===== src/rtl/hash_table_fsm.sv =====
// Multi-cycle open-addressing hash table: lookup/insert/delete/clear with linear probing, one slot per cycle.
// Latency: 2+n cycles from accept for n probes (home-slot hit = 3); CLEAR responds the cycle after accept.
// Backpressure: req_ready only in IDLE; the response is held stable in RESP until resp_ready.
//
// Ports: clk, rst (async active-low); req_valid/req_ready/req_op/req_key/req_value request channel;
// resp_valid/resp_ready/resp_status/resp_value/resp_probes response channel;
// entry_count/tomb_count/collision_count occupancy and tuning statistics.
module hash_table_fsm #(
    parameter int    KEY_WIDTH      = 32,
    parameter int    VALUE_WIDTH    = 32,
    parameter int    TABLE_SIZE     = 16,
    parameter int    MAX_PROBE      = TABLE_SIZE,
    parameter string HASH_ALGORITHM = "FNV1A"
) (
    input  logic                          clk,
    input  logic                          rst,
    input  logic                          req_valid,
    output logic                          req_ready,
    input  logic [1:0]                    req_op,
    input  logic [KEY_WIDTH-1:0]          req_key,
    input  logic [VALUE_WIDTH-1:0]        req_value,
    output logic                          resp_valid,
    input  logic                          resp_ready,
    output logic [1:0]                    resp_status,
    output logic [VALUE_WIDTH-1:0]        resp_value,
    output logic [$clog2(TABLE_SIZE):0]   resp_probes,
    output logic [$clog2(TABLE_SIZE):0]   entry_count,
    output logic [$clog2(TABLE_SIZE):0]   tomb_count,
    output logic [15:0]                   collision_count
);
    localparam int IDX_W = $clog2(TABLE_SIZE);
    localparam int CNT_W = IDX_W + 1;
    localparam logic [CNT_W-1:0] PROBE_LIM = CNT_W'(MAX_PROBE);
    localparam bit USE_MODULO = (HASH_ALGORITHM == "MODULO");

    localparam logic [1:0] S_IDLE = 2'd0, S_HASH = 2'd1, S_PROBE = 2'd2, S_RESP = 2'd3;
    localparam logic [1:0] OP_LOOKUP = 2'd0, OP_INSERT = 2'd1, OP_DELETE = 2'd2, OP_CLEAR = 2'd3;
    localparam logic [1:0] ST_OK = 2'd0, ST_NOT_FOUND = 2'd1, ST_FULL = 2'd2, ST_UPDATED = 2'd3;

    logic [1:0]             state;
    logic [1:0]             op_q;
    logic [KEY_WIDTH-1:0]   key_q;
    logic [VALUE_WIDTH-1:0] val_q;
    logic [IDX_W-1:0]       home;
    logic [CNT_W-1:0]       p;
    logic                   tomb_found;
    logic [IDX_W-1:0]       tomb_idx;

    logic [KEY_WIDTH-1:0]   keys [TABLE_SIZE];
    logic [VALUE_WIDTH-1:0] vals [TABLE_SIZE];
    logic [TABLE_SIZE-1:0]  valid_bits;
    logic [TABLE_SIZE-1:0]  tomb_bits;

    function automatic logic [IDX_W-1:0] fnv_idx(input logic [KEY_WIDTH-1:0] k);
        logic [31:0] h;
        h = 32'h811C9DC5;
        for (int i = 0; i < KEY_WIDTH / 8; i++) begin
            h = h ^ {24'h0, k[i*8 +: 8]};
            h = h * 32'h01000193;
        end
        return h[IDX_W-1:0];
    endfunction

    logic [IDX_W-1:0] hash_idx;
    logic [IDX_W-1:0] s;
    logic             hit, empty, at_tomb, last;

    always_comb begin
        hash_idx = USE_MODULO ? key_q[IDX_W-1:0] : fnv_idx(key_q);
        s        = home + p[IDX_W-1:0];   // wraps modulo TABLE_SIZE by width
        hit      = valid_bits[s] && (keys[s] == key_q);
        empty    = !valid_bits[s] && !tomb_bits[s];
        at_tomb  = tomb_bits[s];
        last     = ((p + 1'b1) == PROBE_LIM);
    end

    // Per-slot decision for the current probe cycle.
    logic                   done, ins_en, ins_tomb, upd_en, del_en, rec_tomb;
    logic [1:0]             dec_status;
    logic [VALUE_WIDTH-1:0] dec_value;
    logic [IDX_W-1:0]       ins_idx;

    always_comb begin
        done       = 1'b0;
        dec_status = ST_OK;
        dec_value  = '0;
        ins_en     = 1'b0;
        ins_idx    = s;
        ins_tomb   = 1'b0;
        upd_en     = 1'b0;
        del_en     = 1'b0;
        rec_tomb   = 1'b0;
        case (op_q)
            OP_LOOKUP: begin
                if (hit) begin
                    done      = 1'b1;
                    dec_value = vals[s];
                end else if (empty || last) begin
                    done       = 1'b1;
                    dec_status = ST_NOT_FOUND;
                end
            end
            OP_DELETE: begin
                if (hit) begin
                    done   = 1'b1;
                    del_en = 1'b1;
                end else if (empty || last) begin
                    done       = 1'b1;
                    dec_status = ST_NOT_FOUND;
                end
            end
            default: begin  // INSERT (CLEAR never reaches PROBE)
                if (hit) begin
                    done       = 1'b1;
                    upd_en     = 1'b1;
                    dec_status = ST_UPDATED;
                end else if (empty) begin
                    done   = 1'b1;
                    ins_en = 1'b1;
                    if (tomb_found) begin
                        ins_idx  = tomb_idx;
                        ins_tomb = 1'b1;
                    end
                end else if (last) begin
                    // Out of probes: reuse the earliest tomb, which may be this very slot.
                    done = 1'b1;
                    if (tomb_found) begin
                        ins_en   = 1'b1;
                        ins_idx  = tomb_idx;
                        ins_tomb = 1'b1;
                    end else if (at_tomb) begin
                        ins_en   = 1'b1;
                        ins_tomb = 1'b1;
                    end else begin
                        dec_status = ST_FULL;
                    end
                end else begin
                    rec_tomb = at_tomb && !tomb_found;
                end
            end
        endcase
    end

    assign req_ready  = (state == S_IDLE);
    assign resp_valid = (state == S_RESP);

    always_ff @(posedge clk or negedge rst) begin
        if (!rst) begin
            state           <= S_IDLE;
            op_q            <= OP_LOOKUP;
            key_q           <= '0;
            val_q           <= '0;
            home            <= '0;
            p               <= '0;
            tomb_found      <= 1'b0;
            tomb_idx        <= '0;
            valid_bits      <= '0;
            tomb_bits       <= '0;
            entry_count     <= '0;
            tomb_count      <= '0;
            collision_count <= '0;
            resp_status     <= ST_OK;
            resp_value      <= '0;
            resp_probes     <= '0;
        end else begin
            case (state)
                S_IDLE: begin
                    if (req_valid) begin
                        op_q  <= req_op;
                        key_q <= req_key;
                        val_q <= req_value;
                        if (req_op == OP_CLEAR) begin
                            valid_bits      <= '0;
                            tomb_bits       <= '0;
                            entry_count     <= '0;
                            tomb_count      <= '0;
                            collision_count <= '0;
                            resp_status     <= ST_OK;
                            resp_value      <= '0;
                            resp_probes     <= '0;
                            state           <= S_RESP;
                        end else begin
                            state <= S_HASH;
                        end
                    end
                end
                S_HASH: begin
                    home       <= hash_idx;
                    p          <= '0;
                    tomb_found <= 1'b0;
                    state      <= S_PROBE;
                end
                S_PROBE: begin
                    if (done) begin
                        resp_status <= dec_status;
                        resp_value  <= dec_value;
                        resp_probes <= p + 1'b1;
                        state       <= S_RESP;
                        if (ins_en) begin
                            valid_bits[ins_idx] <= 1'b1;
                            tomb_bits[ins_idx]  <= 1'b0;
                            entry_count         <= entry_count + 1'b1;
                            if (ins_tomb)
                                tomb_count <= tomb_count - 1'b1;
                            if (ins_idx != home && collision_count != 16'hFFFF)
                                collision_count <= collision_count + 1'b1;
                        end
                        if (del_en) begin
                            valid_bits[s] <= 1'b0;
                            tomb_bits[s]  <= 1'b1;
                            entry_count   <= entry_count - 1'b1;
                            tomb_count    <= tomb_count + 1'b1;
                        end
                    end else begin
                        p <= p + 1'b1;
                        if (rec_tomb) begin
                            tomb_found <= 1'b1;
                            tomb_idx   <= s;
                        end
                    end
                end
                default: begin  // S_RESP
                    if (resp_ready)
                        state <= S_IDLE;
                end
            endcase
        end
    end

    // Key/value storage carries no reset; the valid/tomb bits qualify it.
    always_ff @(posedge clk) begin
        if (state == S_PROBE && done) begin
            if (ins_en) begin
                keys[ins_idx] <= key_q;
                vals[ins_idx] <= val_q;
            end else if (upd_en) begin
                vals[s] <= val_q;
            end
        end
    end
endmodule

===== config.mk =====
export PLATFORM = sky130hd
export DESIGN_NAME = hash_table_fsm
export DESIGN_NICKNAME = d
export VERILOG_FILES = /design/src/rtl/hash_table_fsm.sv
export SDC_FILE = /design/constraint.sdc
export NUM_CORES = 1
export LEC_CHECK = 0
export CAP_MARGIN = 5
export CORE_MARGIN = 8
export CORE_UTILIZATION = 50
export DETAILED_ROUTE_END_ITERATION = 7
export PLACE_DENSITY = 0.71
export SLEW_MARGIN = 10
export SYNTH_ARGS = -nofsm -noshare
export SYNTH_HDL_FRONTEND = slang
export SYNTH_SLANG_ARGS = --single-unit

===== constraint.sdc =====
create_clock -name clk -period 19.2 [get_ports clk]
set_clock_uncertainty 0.1 [all_clocks]
set_input_delay 2.88 -clock clk [delete_from_list [all_inputs] [get_ports clk]]
set_output_delay 2.88 -clock clk [all_outputs]
set_load 0.02 [all_outputs]

# Word level (Yosys, flattened, before mapping)
# Memories as Yosys holds them, arrays and structs flattened.
# Cells that the tools add are included.
# totals
ff_bits	179
ramBits	1024
wordCells	194
memories	2
# op_classes
n_addsub	7
mul	4
order_cmp	4
eq_ne	18
mux	105
bitwise_logic	11
reduce_logical	27
# memory_table
memory	depth	width	rd	rd_ports_with_merged_regs	wr	line_no	rtl
keys	16	32	1	0	1	49	logic [KEY_WIDTH-1:0] keys [TABLE_SIZE];
vals	16	32	1	0	1	50	logic [VALUE_WIDTH-1:0] vals [TABLE_SIZE];
# ops
cell	n
$mux W16	15
$mux W32	6
$mul A32 B25 Y32 const B	3
$pmux W16 S2	3
$xor A32 B8 Y32	3
$pmux W32 S2	1
$mux W5	11
$pmux W5 S2	4
$mux W1	38
$and A16 B16 Y16	2
$eq A32 B32 Y1	1
$mul A32 B25 Y4 const B	1
$not A16 Y16	2
$or A16 B16 Y16	2
$reduce_or A32 Y1	1
$mux W2	14
$mux W4	6
$add A16 B1 Y16 const B	1
$ne A16 B16 Y1 const B	1
$add A5 B1 Y5 const B	3
$not A4 Y14	1
$ne A2 B2 Y1 const B	6
$reduce_and A6 Y1	2
$lt A4 B5 Y1 const B	2
other kinds (26)	47

# Depth between registers and ports, before layout
# Gate-level depths: netlist (run 1).
# depth
ltp_word	21
depth_mapped	24

# Worst setup path before layout (run 1)
# Ideal clock, no wire load.
# synth_timing
path_type	flip-flop to flip-flop
start	register home[0]
end	memory keys[3][0], enable pin
arrival_ns	6.242
setup_slack_ns	12.397
path_stages_with_launch	17
n_path_buf	5
period_less_slack_ns	6.803
cell_sequence	dfrtp_1 ha_1 fa_1 xor2_2 buf_4 buf_4 buf_4 buf_2 mux4_2 o211a_1 or3_4 and2_4 buf_6 mux2i_4 o31ai_1 nand2_1 nor3_1
# synth_between
elab_chain_cells	12
word_cells_on_any_way	32
# synth_lines
item	line_no	rtl
start: declaration	44	logic [IDX_W-1:0] home;
start signal: assignment	188	home <= hash_idx;
$add A4 B4 Y4 *	70	s = home + p[IDX_W-1:0];
$bmux W1 S4 (on tied branches)	72, 73, 71	
$mux W1 (on tied branches)	72, 73, 71	
$mux W1 or $logic_not A1 Y1 (tied branches)	131, 72	
$mux W1 or $logic_and A1 B1 Y1 (tied branches)	127, 72	
$mux W1 or $logic_or A1 B1 Y1 (tied branches)	124, 98, 107	
$mux W1 (on tied branches)	117, 98, 107	
$mux W1 (on tied branches)	113, 95	
$mux W1 (on tied branches)	-	
$mux W1 or $logic_and A1 B1 Y1 (tied branches)	233, 232	
$mux W1	232	if (state == S_PROBE && done) begin
$mux W1 (implied by the code)	234	keys[ins_idx] <= key_q;
end: declaration	49	
# Mark *: on every way between the ends. The rest lies on a longest branch, timed or not. The select of a mux whose other input is x is not followed.

# Worst setup path in the final report (run 1)
# layout_timing
start	register home[0]
end	memory keys[3][6], enable pin
# layout_between
elab_chain_cells	12
word_cells_on_any_way	32
# layout_lines
item	line_no	rtl
$add A4 B4 Y4 *	70	
named net s[1]	65	logic [IDX_W-1:0] s;
$bmux W1 S4 (on tied branches)	72, 73, 71	
$mux W1 (on tied branches)	72, 73, 71	
$mux W1 or $logic_not A1 Y1 (tied branches)	131, 72	
$mux W1 or $logic_and A1 B1 Y1 (tied branches)	127, 72	
$mux W1 or $logic_or A1 B1 Y1 (tied branches)	124, 98, 107	
$mux W1 (on tied branches)	117, 98, 107	
$mux W1 (on tied branches)	113, 95	
$mux W1 (on tied branches)	-	
$mux W1 or $logic_and A1 B1 Y1 (tied branches)	233, 232	
$mux W1	232	
$mux W1 (implied by the code)	234	
# Mark *: on every way through the listed nets, which the timed path passes. The rest lies on a longest branch. The select of a mux whose other input is x is not followed.

==> out/qor.yml, run 1 <==
logic_synthesis:
  ys_async_sr_fraction_pct: 14.88
  synthesis.nets: 2879
  synth_area_per_cell_sq_um: 17.70
  ys.flop_type: "edfxtp_1"
  synth_top_cell_by_area: "edfxtp_1"
  ys_ff_latch: 1203
  syn-cell-area_sq_mm: 0.04917
  synth_most_common_cell: "edfxtp_1"
  ys_seq_area_share_pct: 71.64
  synth_top_area_share_pct: 62.53
  ys_warn_count: 0
  synth-edff-count: 1024
  synth_cells: 2779
  synth_area_leaders: "edfxtp_1 63%, mux4_2 11%, dfrtp_1 9.1%"
  synth_common_cells: "1024 x edfxtp_1, 284 x nand2_1, 231 x mux4_2"
  ys_types: 81
place:
  place_area_sq_mm: 0.05195
  port_buffers: 136
  gp_congestion: 0.8717
  dp_hpwl_mm: 64.43
timing:
  fin_crit_sh_pct: 42.80
  min_period_ns: 8.217
  setup-violations-final: 0
  rsz0062_at_grt: "no"
  finalSetupTns_ns: 0
  holdWs_ns: 0.3852
  fmax_ghz: 0.1217
  drv_slew: 0
  relSlewSlack_pct: 16.21
  worst_pin_slew_ns: 1.253
  final_hold_viol_count: 0
worst_hold_path:
  hold_end: "resp_value[14]"
  whs_path_depth: 2
  hp-class: "flip-flop to flip-flop"
  holdCritStartpoint: "resp_value[14]"
critical_path:
  path_cells: "ha_4, fa_4, buf_4, buf_4, mux4_2, mux2i_1, nor2_1, o22ai_1, nor4_1, and3_1, nand3_1, nand2_1, o31ai_1, nand2_1, nor3_2, buf_4"
  cp_slowest_cell: "fa_4"
  r2r_slack_ns: 10.98
  cp-end-kind: "flip-flop"
  critPathKind: "flip-flop to flip-flop"
  critPathMaxStageDelay_ns: 1.18
  critPathRequiredTime_ns: 19.40
  reg2reg_depth: 16
  cp-start-kind: "flip-flop"
  r2r_start: "home[0]"
  critPathMaxFanout: 58
  path_common_cell: "buf_4"
  regToRegEndpoint: "keys[3][6]"
  arrival_ns: 8.42
detailed_routing:
  drtPass1Iterations: 5
  ant_nets: 0
  wl_per_cell_microns: 26.58
  via_per_inst: 6.098
  drt_iter0_drc: 2854
  route.detailed.drc: 0
  vias: 26330
  wl_mm: 114.7
clock_network:
  cts_tree: "done"
  cts.sinks: 1203
  cts_setup_buffers: 0
  clk_path_buf_depth: 3
  cts_buffers: 115
  clk_latency_ns: 0.69
  ctsResizeCount: 0
  cts_root_buf: "clkbuf_16"
  htree_levels: 3
  postCtsHoldBufs: 0
  path_clk_slew_ns: 0.06
pwr:
  p_seq_share_pct: 36.6
  pwr-share-comb_pct: 42.1
  clkPwrFrac_pct: 21.4
  powerDensity_mw_per_mm2: 187.0
  intPower_mw: 6.568
  power.switching_mw: 3.836
  ir_drop_mv: 0.3001
  sw_frac_of_total_pct: 36.87
  p_leak_nw: 18.69
final_layout:
  final_cell_area_sq_mm: 0.05564
  nNetsFinal: 3033
  drive_gt1_share_pct: 19.70
  num_antenna_cells: 0
  syn_to_final_growth_pct: 13.16
global_routing:
  grt_pass1_wl_mm: 172.5
  overflow: 0
  grt_max_degree: 140
  antenna_found_initial: 2
  first_global_vias: 27580
  grt_usage_pct: 21.09
floorplan:
  pin_count: 137
  die_h_microns: 329.6
  core_region_area_sq_mm: 0.09799
  chipWidth_microns: 329.6
  start_util_pct: 50.18
  fp.dieArea_sq_mm: 0.1086
  placementRows: 115
job:
  drv_cap: 0
run_status:
  status: "complete, no violations"
[logic make-up (layout without fill, tap and decap cells)]
logic type,count (synthesis),after routing,share of synthesized area (%)
flip-flops,1203,1203,71.64
AO/OA/AOI/OAI,315,315,4.091
AND/OR/NAND/NOR,560,560,5.264
adder cells (fa/ha/maj),30,30,0.8091
multiplexers,434,434,15.24
buffers and inverters,173,424,1.804
XOR/XNOR,64,64,1.155
[critical path: cells and delay by family (launching register included)]
family                   cells  cell delay, ns
adder cells (fa/ha/maj)      2            1.39
buffers and inverters        3            2.14
AO/OA/AOI/OAI                2            1.12
multiplexers                 2            0.93
flip-flops                   1            0.47
AND/OR/NAND/NOR              7            1.56
[sequential cells by signal, indices dropped and copies added (netlist names)]
name,count
keys,512
vals,512
key_q,32
resp_value,32
val_q,32
collision_count,16
tomb_bits,16
valid_bits,16
entry_count,5
p,5
resp_probes,5
tomb_count,5
home,4
tomb_idx,4
op_q,2
resp_status,2
state,2
tomb_found,1
[cell type report]
cell class / count / area (sq um)
clock buffer: 147 / 3059
clock inverter: 67 / 633.1
fill: 7267 / 42340
inverter: 23 / 86.33
multi-input combinational: 1403 / 13270
sequential: 1203 / 35230
tap: 1287 / 1610
timing repair buffer: 187 / 1760
[worst max path at each step]
stage / slack [ns] / from / cells past startpoint / end
2_1_floorplan: 12.40 / home[0] / 16 / keys[3][0]
3_3_place_gp: 11.30 / home[0] / 16 / keys[3][16]
3_5_place_dp: 11.13 / home[0] / 16 / keys[3][16]
4_1_cts: 11.10 / p[0] / 16 / keys[3][9]
5_1_grt: 10.59 / p[0] / 14 / resp_status[1]
6_report: 10.98 / home[0] / 16 / keys[3][6]
[through the flow]
step / setup WS [ns] / util, % / total power [mW] / instances
finish: 10.98 / 56.79 / 10.40 / 4317
global route: 10.59 / 56.79 / 10.94 / 4317
CTS: 11.10 / 56.79 / 10.47 / 4317
detailed placement: 11.13 / 53.02 / 8.240 / 4103
global placement: 11.30 / 53.02 / 8.096 / 4103
floorplan: 12.40 / - / 6.992 / 2779
[routing by layer]
layer	up-vias	GRT usage [%]	share of wire [%]
met3	236	3.810	7.2
met1	13730	28.25	40
met2	1065	35.08	49
li1	11290	-	-
met5	-	0	0.010
met4	2	7.024	3.3
[placed cells by master (no fill, tap or decap), types with 11 or more instances in the layout]
cell type        count
nor2_1              81
and2_2              12
nand3_1             31
bufinv_16           11
a21o_1              18
clkinv_2            26
o21ai_0             51
edfxtp_1          1024
buf_4               50
nor3_1              27
o31ai_1             39
xor2_1              26
nand2_1            281
xnor2_1             36
clkdlybuf4s50_1    135
mux2_2              92
ha_1                26
dfrtp_1            179
nor3b_1             20
clkinv_1            23
clkbuf_1            27
inv_1               22
a31oi_1             16
mux4_2             231
nand3b_1            11
nor3_2              12
clkbuf_16          116
mux2i_1            101
a21oi_1            115
and3_1              12
[power by group through the flow]
stage               clock [mW]  sequential, mW  combinational [mW]
floorplan                    0            3.72                3.28
global route              2.36            3.85                4.73
global placement             0            3.81                4.28
CTS                       2.26            3.81                4.41
finish                    2.22            3.81                4.38
detailed placement           0            3.86                4.38
No activity file was read; power rests on OpenSTA's default activity.
==> run 2: changes to the inputs <==
--- a/config.mk
+++ b/config.mk
@@ -9,7 +9,7 @@
 export CORE_MARGIN = 8
 export CORE_UTILIZATION = 50
 export DETAILED_ROUTE_END_ITERATION = 7
-export PLACE_DENSITY = 0.71
+export PLACE_DENSITY = 0.73
 export SLEW_MARGIN = 10
 export SYNTH_ARGS = -nofsm -noshare
 export SYNTH_HDL_FRONTEND = slang
==> constraint.sdc (replaced) <==
create_clock -name clk -period 6.94 [get_ports clk]
set_clock_uncertainty 0.1 [all_clocks]
set_input_delay 1.041 -clock clk [delete_from_list [all_inputs] [get_ports clk]]
set_output_delay 1.041 -clock clk [all_outputs]
set_load 0.02 [all_outputs]
==> out/qor.yml, run 2 (synthesis results as in run 1) <==
critical_path:
  critPathKind: "flip-flop to flip-flop"  # unchanged
  cp-start-kind: "flip-flop"  # unchanged
  critPathRequiredTime_ns: 7.14  # was 19.40 ns
  cp-end-kind: "flip-flop"  # unchanged
  reg2reg_depth: 16  # unchanged
  r2r_slack_ns: 0.15  # was 10.98 ns
  r2r_start: "home[0]"  # unchanged
  critPathMaxFanout: 100  # was 58
  crit_end: "vals[8][3]"  # was keys[3][6]
  worstSetupStartpoint: "home[0]"  # unchanged
  regToRegEndpoint: "vals[8][3]"  # was keys[3][6]
  arrival_ns: 7.00  # was 8.42 ns
floorplan:
  die_h_microns: 329.6  # unchanged
  fp.dieArea_sq_mm: 0.1086  # unchanged
  chipWidth_microns: 329.6  # unchanged
  core_region_area_sq_mm: 0.09799  # unchanged
  placementRows: 115  # unchanged
  pin_count: 137  # unchanged
  start_util_pct: 50.18  # unchanged
final_layout:
  nNetsFinal: 3062  # was 3033
  largestRegisters: "keys (512), vals (512)"  # unchanged
  fin_cells: 4349  # was 4317
  syn_to_final_growth_pct: 14.55  # was 13.16%
  final_cell_mix: "1024 x edfxtp_1, 281 x nand2_1, 231 x mux4_2"  # unchanged
  drive_gt1_share_pct: 20.55  # was 19.70%
  final_common_cell: "edfxtp_1"  # unchanged
place:
  gp_congestion: 0.8931  # was 0.8717
  dp_hpwl_mm: 66.96  # was 64.43 mm
  place_ws_ns: 0.2028  # was 11.13 ns
  port_buffers: 136  # unchanged
  placed_cells: 4132  # was 4103
timing:
  final_hold_viol_count: 0  # unchanged
  setup_ws_ns: 0.1474  # was 10.98 ns
  holdWs_ns: 0.3234  # was 0.3852 ns
  fin_crit_sh_pct: 97.88  # was 42.80%
  fmax_ghz: 0.1472  # was 0.1217 GHz
  min_period_ns: 6.793  # was 8.217 ns
  setup-violations-final: 0  # unchanged
  rsz0062_at_grt: "yes"  # was no
  worst_pin_slew_ns: 1.180  # was 1.253 ns
  drv_slew: 0  # unchanged
  relSlewSlack_pct: 21.31  # was 16.21%
detailed_routing:
  vias: 26780  # was 26330
  wl_mm: 118.6  # was 114.7 mm
  wl_per_cell_microns: 27.26  # was 26.58 microns
  drt_iter0_drc: 3032  # was 2854
  ant_nets: 0  # unchanged
  via_per_inst: 6.159  # was 6.098
  drtPass1Iterations: 6  # was 5
  route.detailed.drc: 0  # unchanged
clock_network:
  cts_setup_buffers: 0  # unchanged
  ctsResizeCount: 0  # unchanged
  cts_buffers: 115  # unchanged
  cts.sinks: 1203  # unchanged
  htree_levels: 3  # unchanged
  postCtsHoldBufs: 0  # unchanged
  path_clk_slew_ns: 0.06  # about the same
  cts_root_buf: "clkbuf_16"  # unchanged
  cts_tree: "done"  # unchanged
  clk_path_buf_depth: 3  # unchanged
  clk_latency_ns: 0.70  # was 0.69 ns
pwr:
  power_mw: 29.33  # was 10.40 mW
  p_leak_nw: 18.96  # was 18.69 nW
  pwr-share-comb_pct: 42.4  # was 42.1%
  clkPwrFrac_pct: 21.7  # was 21.4%
  powerDensity_mw_per_mm2: 520.7  # was 187.0 mW/mm^2
  p_seq_share_pct: 35.9  # was 36.6%
  intPower_mw: 18.47  # was 6.568 mW
  power.switching_mw: 10.86  # was 3.836 mW
  sw_frac_of_total_pct: 37.02  # was 36.87%
  ir_drop_mv: 0.7144  # was 0.3001 mV
run_status:
  status: "complete, no violations"  # unchanged
global_routing:
  grt_pass1_wl_mm: 177.4  # was 172.5 mm
  grt_max_degree: 101  # was 140
  antenna_found_initial: 1  # was 2
  first_global_vias: 27890  # was 27580
  grt_usage_pct: 21.79  # was 21.09%
  overflow: 0  # unchanged
job:
  drv_cap: 0  # unchanged
worst_hold_path:
  hp-class: "primary input to asynchronous set/reset pin"  # was flip-flop to flip-flop
run 2: changes by cell type in the layout (fill, tap and decap cells not counted), moves of 3 or more:
cell | before | now
clkinv_2 | 26 | 17
clkinvlp_4 | 2 | 7
bufinv_16 | 11 | 15
buf_12 | 1 | 27
buf_4 | 50 | 53
run 2: layout make-up:
cell class	count	area [sq um]
fillers	7144	41660
flip-flops and latches	1203	35230
multi-input cells	1403	13260
clock buffers	147	3079
repair buffers	216	2303
well taps	1287	1610
clock inverters	69	757.0
inverters	23	86.33
diodes	1	2.502
run 2: worst min-delay path by stage:
stage / startpoint / to / depth (start not counted)
2_1_floorplan: valid_bits[8] / valid_bits[8] / 2
3_3_place_gp: resp_value[30] / resp_value[30] / 2
3_5_place_dp: resp_value[9] / resp_value[9] / 2
4_1_cts: rst / val_q[13] / 1
5_1_grt: rst / val_q[13] / 1
6_report: rst / val_q[13] / 1
run 2: per-stage QoR:
stage,TNS (ns),util [%],area [sq um]
2_1_floorplan,0,-,49170
5_1_grt,-21.85,57.49,56330
3_3_place_gp,0,53.57,52490
4_1_cts,0,57.48,56330
6_report,0,57.49,56330
3_5_place_dp,0,53.57,52490
run 2: worst max-delay path: stages, from the launching register on:
cell and delay [ns]:
dfrtp_1 0.47, ha_4 0.21, fa_4 0.78, buf_12 0.44, buf_4 0.77, nor3b_1 0.14
mux2i_1 0.19, nand4_1 0.13, mux2i_1 0.19, xnor2_1 0.19, o2111ai_1 0.21, nor4_4 0.50
nand3_1 0.25, nand2_1 0.12, nand3_1 0.30, nor2_1 0.30, and2_2 0.98
run 2: power groups by stage:
| stage | Clock [mW] | Sequential [mW] | Combinational [mW] |
|---|---|---|---|
| 6_report | 6.36 | 10.5 | 12.4 |
| 5_1_grt | 6.72 | 10.7 | 13.3 |
| 4_1_cts | 6.45 | 10.5 | 12.5 |
| 3_5_place_dp | 0 | 10.7 | 12.3 |
| 3_3_place_gp | 0 | 10.5 | 12.1 |
| 2_1_floorplan | 0 | 10.3 | 9.06 |
run 2: layer usage:
| layer | share of wire [%] | vias up | global-route usage [%] |
|---|---|---|---|
| li1 | - | 11340 | - |
| met5 | 0 | - | 0 |
| met4 | 3.3 | 0 | 7.234 |
| met2 | 50 | 1326 | 36.82 |
| met1 | 39 | 13860 | 28.61 |
| met3 | 8.3 | 262 | 4.014 |
